### config.mk
export PLATFORM = sky130hd
export DESIGN_NAME = vga_sink
export DESIGN_NICKNAME = d
export VERILOG_FILES = /design/src/rtl/vga_sink.sv
export SDC_FILE = /design/constraint.sdc
export NUM_CORES = 1
export LEC_CHECK = 0
export BUFFER_PORTS_ARGS = -buffer_cell sky130_fd_sc_hd__buf_4
export CORE_MARGIN = 2
export CORE_UTILIZATION = 55
export CTS_BUF_LIST = sky130_fd_sc_hd__clkbuf_16
export DETAILED_ROUTE_END_ITERATION = 12
export GPL_TIMING_DRIVEN = 1
export PLACE_DENSITY = 0.8
export RECOVER_POWER = 25
export SYNTH_ARGS = -nofsm -noshare
export SYNTH_HDL_FRONTEND = slang
export SYNTH_SLANG_ARGS = --single-unit
### constraint.sdc
create_clock -name vga_clk -period 4.2 [get_ports vga_clk]
set_clock_uncertainty 0.1 [all_clocks]
set_input_delay 0.42 -clock vga_clk [delete_from_list [all_inputs] [get_ports vga_clk]]
set_output_delay 0.42 -clock vga_clk [all_outputs]
set_load 0.02 [all_outputs]
### src/rtl/vga_sink.sv
// rtl/vga_sink.sv - VGA raster sink: sync recovery, lock, pixel re-emit, error count, frame checksum
//
// Purpose: sits on the far end of a VGA link in the pixel clock domain. It rebuilds
// raster position from the sync pulses and locks to the configured timing. While
// locked it re-emits active pixels with x/y coordinates, pulses frame_done at the
// end of every completed frame, and counts timing errors.
//
// Optional feature macro: VGA_SINK_CHECKSUM_EN
//    defined   - a per-frame checksum register is built and reported on frame_checksum
//    undefined - no checksum register is built; frame_checksum is tied to 0
//
// Ports:
//    vga_clk                  in   pixel clock (only clock)
//    reset                    in   synchronous, active-high
//    vga_hs, vga_vs           in   sync inputs, asserted level SYNC_POL
//    vga_r/g/b                in   colour inputs, COLOR_W bits each
//    pix_valid                out  active-region pixel present on pix_*
//    pix_x / pix_y            out  column / row of the pixel
//    pix_r/g/b                out  pixel colour (held while pix_valid = 0)
//    locked                   out  timing lock achieved
//    frame_done               out  one-cycle pulse after the last pixel of a locked frame
//    frame_count              out  completed locked frames, wraps
//    frame_checksum           out  checksum of the last completed frame
//    err_count                out  timing errors seen while locked, saturates at 255
module vga_sink #(
   parameter int   H_ACTIVE = 800,
   parameter int   H_FP     = 40,
   parameter int   H_SYNC   = 128,
   parameter int   H_BP     = 88,
   parameter int   V_ACTIVE = 600,
   parameter int   V_FP     = 1,
   parameter int   V_SYNC   = 4,
   parameter int   V_BP     = 23,
   parameter logic SYNC_POL = 1'b1,
   parameter int   COLOR_W  = 4
) (
   input  logic               vga_clk,
   input  logic               reset,
   input  logic               vga_hs,
   input  logic               vga_vs,
   input  logic [COLOR_W-1:0] vga_r,
   input  logic [COLOR_W-1:0] vga_g,
   input  logic [COLOR_W-1:0] vga_b,
   output logic               pix_valid,
   output logic [10:0]        pix_x,
   output logic [9:0]         pix_y,
   output logic [COLOR_W-1:0] pix_r,
   output logic [COLOR_W-1:0] pix_g,
   output logic [COLOR_W-1:0] pix_b,
   output logic               locked,
   output logic               frame_done,
   output logic [15:0]        frame_count,
   output logic [31:0]        frame_checksum,
   output logic [7:0]         err_count
);

   localparam int H_TOTAL = H_ACTIVE + H_FP + H_SYNC + H_BP;
   localparam int V_TOTAL = V_ACTIVE + V_FP + V_SYNC + V_BP;
   localparam int HW      = $clog2(H_TOTAL + 1);
   localparam int VW      = $clog2(V_TOTAL + 1);

   localparam logic [HW-1:0] H_LAST  = HW'(H_TOTAL - 1);
   localparam logic [HW-1:0] H_SAT   = HW'(H_TOTAL);
   localparam logic [HW-1:0] H_FIRST = HW'(H_SYNC + H_BP);
   localparam logic [HW-1:0] H_END   = HW'(H_SYNC + H_BP + H_ACTIVE - 1);
   localparam logic [VW-1:0] V_LAST  = VW'(V_TOTAL - 1);
   localparam logic [VW-1:0] V_SAT   = VW'(V_TOTAL);
   localparam logic [VW-1:0] V_FIRST = VW'(V_SYNC + V_BP);
   localparam logic [VW-1:0] V_END   = VW'(V_SYNC + V_BP + V_ACTIVE - 1);

   typedef enum logic [1:0] {SEEK_H, SEEK_V, LOCKED} state_t;

   state_t state, state_nx;

   logic               hs_s1, vs_s1, hs_s2, vs_s2;
   logic [COLOR_W-1:0] r_s1, g_s1, b_s1;
   logic [HW-1:0]      h, h_now;
   logic [VW-1:0]      v, v_now;
   logic               vs_seen;
   logic               eof_pend;

   logic hs_edge, vs_edge, vs_tag;
   logic timing_err;
   logic pix_active;
   logic last_pix;
   logic frame_end;

   // Counters describe the sample currently in s1: h_now/v_now are its raster
   // position, h/v hold the position of the previous sample. Both saturate one
   // past their last legal value so a missing sync is reported exactly once and
   // never wraps back into the active window.
   always_comb begin
      state_nx   = state;
      hs_edge    = (hs_s1 == SYNC_POL) && (hs_s2 != SYNC_POL);
      vs_edge    = (vs_s1 == SYNC_POL) && (vs_s2 != SYNC_POL);
      vs_tag     = vs_seen || vs_edge;
      h_now      = h;
      v_now      = v;
      timing_err = 1'b0;
      pix_active = 1'b0;
      last_pix   = 1'b0;
      frame_end  = 1'b0;

      if (hs_edge) begin
         h_now = '0;
      end else if (h != H_SAT) begin
         h_now = h + 1'b1;
      end

      if (hs_edge) begin
         if (vs_tag) begin
            v_now = '0;
         end else if (v != V_SAT) begin
            v_now = v + 1'b1;
         end
      end

      if (state == LOCKED) begin
         timing_err = (hs_edge && (h != H_LAST))
                   || (!hs_edge && (h == H_LAST))
                   || (hs_edge && vs_tag && (v != V_LAST))
                   || (hs_edge && !vs_tag && (v == V_LAST));
         pix_active = (h_now >= H_FIRST) && (h_now <= H_END)
                   && (v_now >= V_FIRST) && (v_now <= V_END);
         last_pix   = (h_now == H_END) && (v_now == V_END);
         // An error on the cycle that would close the frame suppresses the close.
         frame_end  = eof_pend && !timing_err;
      end

      case (state)
         SEEK_H:  if (hs_edge) state_nx = SEEK_V;
         SEEK_V:  if (hs_edge && vs_tag) state_nx = LOCKED;
         LOCKED:  if (timing_err) state_nx = SEEK_H;
         default: state_nx = SEEK_H;
      endcase
   end

   always_ff @(posedge vga_clk) begin
      if (reset) begin
         state       <= SEEK_H;
         hs_s1       <= !SYNC_POL;
         vs_s1       <= !SYNC_POL;
         hs_s2       <= !SYNC_POL;
         vs_s2       <= !SYNC_POL;
         r_s1        <= '0;
         g_s1        <= '0;
         b_s1        <= '0;
         h           <= '0;
         v           <= '0;
         vs_seen     <= 1'b0;
         eof_pend    <= 1'b0;
         pix_valid   <= 1'b0;
         pix_x       <= '0;
         pix_y       <= '0;
         pix_r       <= '0;
         pix_g       <= '0;
         pix_b       <= '0;
         frame_done  <= 1'b0;
         frame_count <= '0;
         err_count   <= '0;
      end else begin
         state <= state_nx;
         hs_s1 <= vga_hs;
         vs_s1 <= vga_vs;
         hs_s2 <= hs_s1;
         vs_s2 <= vs_s1;
         r_s1  <= vga_r;
         g_s1  <= vga_g;
         b_s1  <= vga_b;
         h     <= h_now;
         v     <= v_now;

         // A VS edge tags the next HS edge; a coincident edge is tagged directly.
         if (hs_edge) begin
            vs_seen <= 1'b0;
         end else if (vs_edge) begin
            vs_seen <= 1'b1;
         end

         pix_valid <= pix_active;
         if (pix_active) begin
            pix_x <= 11'(h_now - H_FIRST);
            pix_y <= 10'(v_now - V_FIRST);
            pix_r <= r_s1;
            pix_g <= g_s1;
            pix_b <= b_s1;
         end

         eof_pend   <= pix_active && last_pix;
         frame_done <= frame_end;
         if (frame_end) begin
            frame_count <= frame_count + 16'd1;
         end

         if (timing_err && (err_count != 8'hFF)) begin
            err_count <= err_count + 8'd1;
         end
      end
   end

   assign locked = (state == LOCKED);

`ifdef VGA_SINK_CHECKSUM_EN
   logic [31:0] csum, csum_base;

   // The frame-origin sample restarts the running checksum.
   always_comb begin
      csum_base = csum;
      if ((h_now == '0) && (v_now == '0)) begin
         csum_base = '0;
      end
   end

   always_ff @(posedge vga_clk) begin
      if (reset) begin
         csum           <= '0;
         frame_checksum <= '0;
      end else begin
         if (pix_active) begin
            csum <= {csum_base[30:0], csum_base[31]} ^ 32'({r_s1, g_s1, b_s1});
         end else begin
            csum <= csum_base;
         end
         if (frame_end) begin
            frame_checksum <= csum;
         end
      end
   end
`else
   assign frame_checksum = '0;
`endif

endmodule

==> impl_metrics.csv <==
group,metric,value,unit
clock_tree,tritoncts,"yes",
timing,worst_pin_slew,1.88,ns
logic_synthesis,syn_avg_cell_area,8.49,µm²
place,place_inst,753,
timing,grt_setup_unrepaired,"no",
place,hpwl,8430,µm
logic_synthesis,synthAdderAreaFrac,2.48,%
timing,fmax,0.274,GHz
setup_path,cpPeakStageDelay,0.58,ns
logic_synthesis,ys_ff_latch,100,
clock_tree,cts_max_level,3,
setup_path,start_kind,"flop",
place,post_dp_cell_area,0.00553,mm²
routing,drt-wirelength-per-cell,15.5,µm
logic_synthesis,synth_cell_types,64,
die,coreArea,0.00881,mm²
outcome,violations,"capacitance limit, slew limit",
finish,finalInstanceArea,0.00573,mm²
pwr,powerDensity,327,mW/mm²
timing,slew_viol_final,95,
clock_tree,hold_buffers,0,
finish,drive_gt1_share,13.8,%
setup_path,crit_family,"simple AND/OR/NAND/NOR gates",
die,pin_count,108,
timing,relSlewSlack,-25.4,%
logic_synthesis,synth_xor_area_share,6.78,%
clock_tree,cts-buffers-inserted,9,
finish,fin_cells,769,
setup_path,critical_path.most_common_cell,"o21ai_0",
die,die_w,99.7,µm
global_route,antenna_found_initial,0,
finish,antenna_cells,0,
setup_path,path_max_fanout,15,
timing,fin_tns_setup,0,ns
pwr,p_sw_share,25.1,%
pwr,totalPowerFinal,1.87,mW
setup_path,endpoint_kind,"flop",
clock_tree,cts_setup_buffers,0,
logic_synthesis,synth_area_leaders,"dfxtp_1, buf_4, nand3_1, nor2_1, a21oi_1",
place,place_congestion,0.845,
routing,drc,0,
setup_path,arrival,3.77,ns
global_route,grt_use_met1,30.3,%
global_route,gr-total-overflow,0,
logic_synthesis,synth_ff_type,"dfxtp_1",
timing,holdWs,0.184,ns
pwr,clockPowerShare,42.7,%
pwr,leakage,2.19,nW
die,start_util,57.2,%
min_path,hp-class,"primary input to flop",
clock_tree,path_clk_slew,0.07,ns
setup_path,cp_num_buf_inv,2,
job,maxCapViolations,1,
routing,wl,11900,µm
die,dieArea,0.00994,mm²
timing,period_minus_slack,3.65,ns
logic_synthesis,synth_common_cells,"dfxtp_1, nor2_1, nand3_1, a21oi_1, buf_4",
routing,ant_nets,0,
logic_synthesis,synth-simple-area-share,24.4,%
global_route,grt_pass1_wl,19400,µm
global_route,first_global_vias,4078,
global_route,grt_util_met3,3.94,%
clock_tree,clk_latency,0.35,ns
logic_synthesis,muxShareOfSynthArea,0.596,%
global_route,grt_start_max_net_pins,95,
pwr,intPower,1.40,mW
logic_synthesis,synth_area_leader_cell,"dfxtp_1",
clock_tree,cts.path.max_buffers,2,
clock_tree,cts_resized,0,
outcome,status,"finished, violations left",
timing,hold_viol,0,
die,rows,34,
routing,first_pass_iters,5,
pwr,power.share.combinational,5.6,%
setup_path,worst_path_max_delay_cell,"or4b_4",
global_route,use_met2,41.4,%
routing,via_per_inst,5.73,
global_route,track_usage,24.1,%
clock_tree,cts_sinks,100,
logic_synthesis,synth_top_area_share,39.8,%
logic_synthesis,synth.most_common_cell,"dfxtp_1",
place,portBuffers,75,
logic_synthesis,synth_seq_area_share,39.8,%
clock_tree,cts-root-buf,"clkbuf_16",
timing,finalCritPeriodShare,86.9,%
routing,vias,4408,
routing,drt-initial-drc-count,227,
logic_synthesis,synth-compound-area-share,16.7,%
pwr,pwr-share-seq,51.8,%
logic_synthesis,yosysWarningCount,0,
setup_path,cp.required,4.32,ns
pwr,switchingPower,0.470,mW
finish,nNetsFinal,682,
logic_synthesis,synth_top_family_by_area,"simple AND/OR/NAND/NOR gates",
timing,setup-violations-final,0,
logic_synthesis,synth_edf_count,0,
die,die_h,99.7,µm
pwr,ir_worst_vdd,0.221,mV
setup_path,crit_type,"flop to flop",
global_route,gr-max-usage-layer,"met2",
logic_synthesis,synthCells,593,
logic_synthesis,async_flop_share,0,%
setup_path,cp_cell_sequence,"or4b_4, or3_1, o21ai_0, nand2_1, o21ai_0, ha_1, inv_1, a211oi_2, or4_1, buf_4, a21oi_2, a211oi_1",
logic_synthesis,syn_area,0.00504,mm²
finish,syn_to_final_growth,13.7,%
-- worst reg2reg max path, stage by stage (launching register included) --
cell	delay, ns
dfxtp_1	0.37
or4b_4	0.58
or3_1	0.40
o21ai_0	0.17
nand2_1	0.06
o21ai_0	0.11
ha_1	0.23
inv_1	0.07
a211oi_2	0.32
or4_1	0.50
buf_4	0.32
a21oi_2	0.07
a211oi_1	0.22
-- metrics by stage --
| step | setup WS (ns) | util, % |
|---|---|---|
| final | 0.552 | 65.0 |
| after global routing | 0.320 | 65.0 |
| after CTS | 0.591 | 66.1 |
| after detailed placement | 0.649 | 62.8 |
| after global placement | 0.716 | 62.8 |
| after floorplan | 1.16 | - |
-- area by class of cell --
type,count,area [µm²]
Clock buffer,9,225
Timing Repair Buffer,84,538
Inverter,19,71.3
Fill cell,756,3080
Sequential cell,100,2000
Tap cell,108,135
Multi-Input combinational cell,442,2690
Clock inverter,7,63.8
-- worst paths after layout --
check	from	to	slack, ns	cells after the start
max reg2reg	v[3]	pix_y[7]	0.55	12
max	v[3]	pix_y[7]	0.55	12
min reg2reg	state[1]	state[0]	0.34	1
min	vga_b[1]	b_s1[1]	0.18	2
-- routing by layer --
| layer | share of wire, % | vias up |
|---|---|---|
| met5 | 0 | - |
| met2 | 50 | 150 |
| met3 | 4.7 | 19 |
| li1 | - | 2165 |
| met4 | 1.8 | 0 |
| met1 | 43 | 2074 |
-- power by group through the flow --
stage	registers [mW]	clock network, mW	logic [mW]
after floorplan	0.988	0	0.101
final	0.969	0.799	0.104
after global placement	0.991	0	0.101
after CTS	0.969	0.806	0.104
after global routing	0.970	0.850	0.113
after detailed placement	0.991	0	0.103
-- logic make-up (layout without fill, tap and decap cells) --
family	Yosys count	after routing
simple gates	229	229
xor+xnor	39	39
mux	3	3
other cells	1	32
fa+ha+maj	10	10
flops	100	100
compound gates	129	129
buf+inv	82	119
-- registers in the layout (all words and copies together) (netlist names), 8 cells and up --
register     cells
err_count        8
h               11
pix_y           10
pix_x           11
v               10
frame_count     16
-- cells in the final DEF (no fill, tap or decap), drive strengths merged, types with 3 or more instances in the layout --
| cell type | netlist | routed |
|---|---|---|
| a211oi | 12 | 12 |
| a21oi | 40 | 40 |
| a31o | 3 | 3 |
| a31oi | 3 | 3 |
| and2 | 8 | 8 |
| and3 | 4 | 4 |
| and4 | 4 | 4 |
| buf | 46 | 58 |
| clkbuf | 17 | 35 |
| clkinv | 1 | 3 |
| conb | 1 | 32 |
| dfxtp | 100 | 100 |
| ha | 10 | 10 |
| inv | 18 | 21 |
| mux2i | 3 | 3 |
| nand2 | 33 | 33 |
| nand2b | 3 | 3 |
| nand3 | 42 | 42 |
| nand3b | 3 | 3 |
| nand4 | 12 | 12 |
| nor2 | 52 | 52 |
| nor2b | 22 | 22 |
| nor3 | 12 | 12 |
| nor4 | 11 | 11 |
| o211ai | 7 | 7 |
| o21ai | 40 | 40 |
| o31a | 4 | 4 |
| o31ai | 3 | 3 |
| or3 | 8 | 8 |
| or4 | 4 | 4 |
| xnor2 | 20 | 20 |
| xor2 | 19 | 19 |
Note: power is estimated with default switching activity, not from simulation.
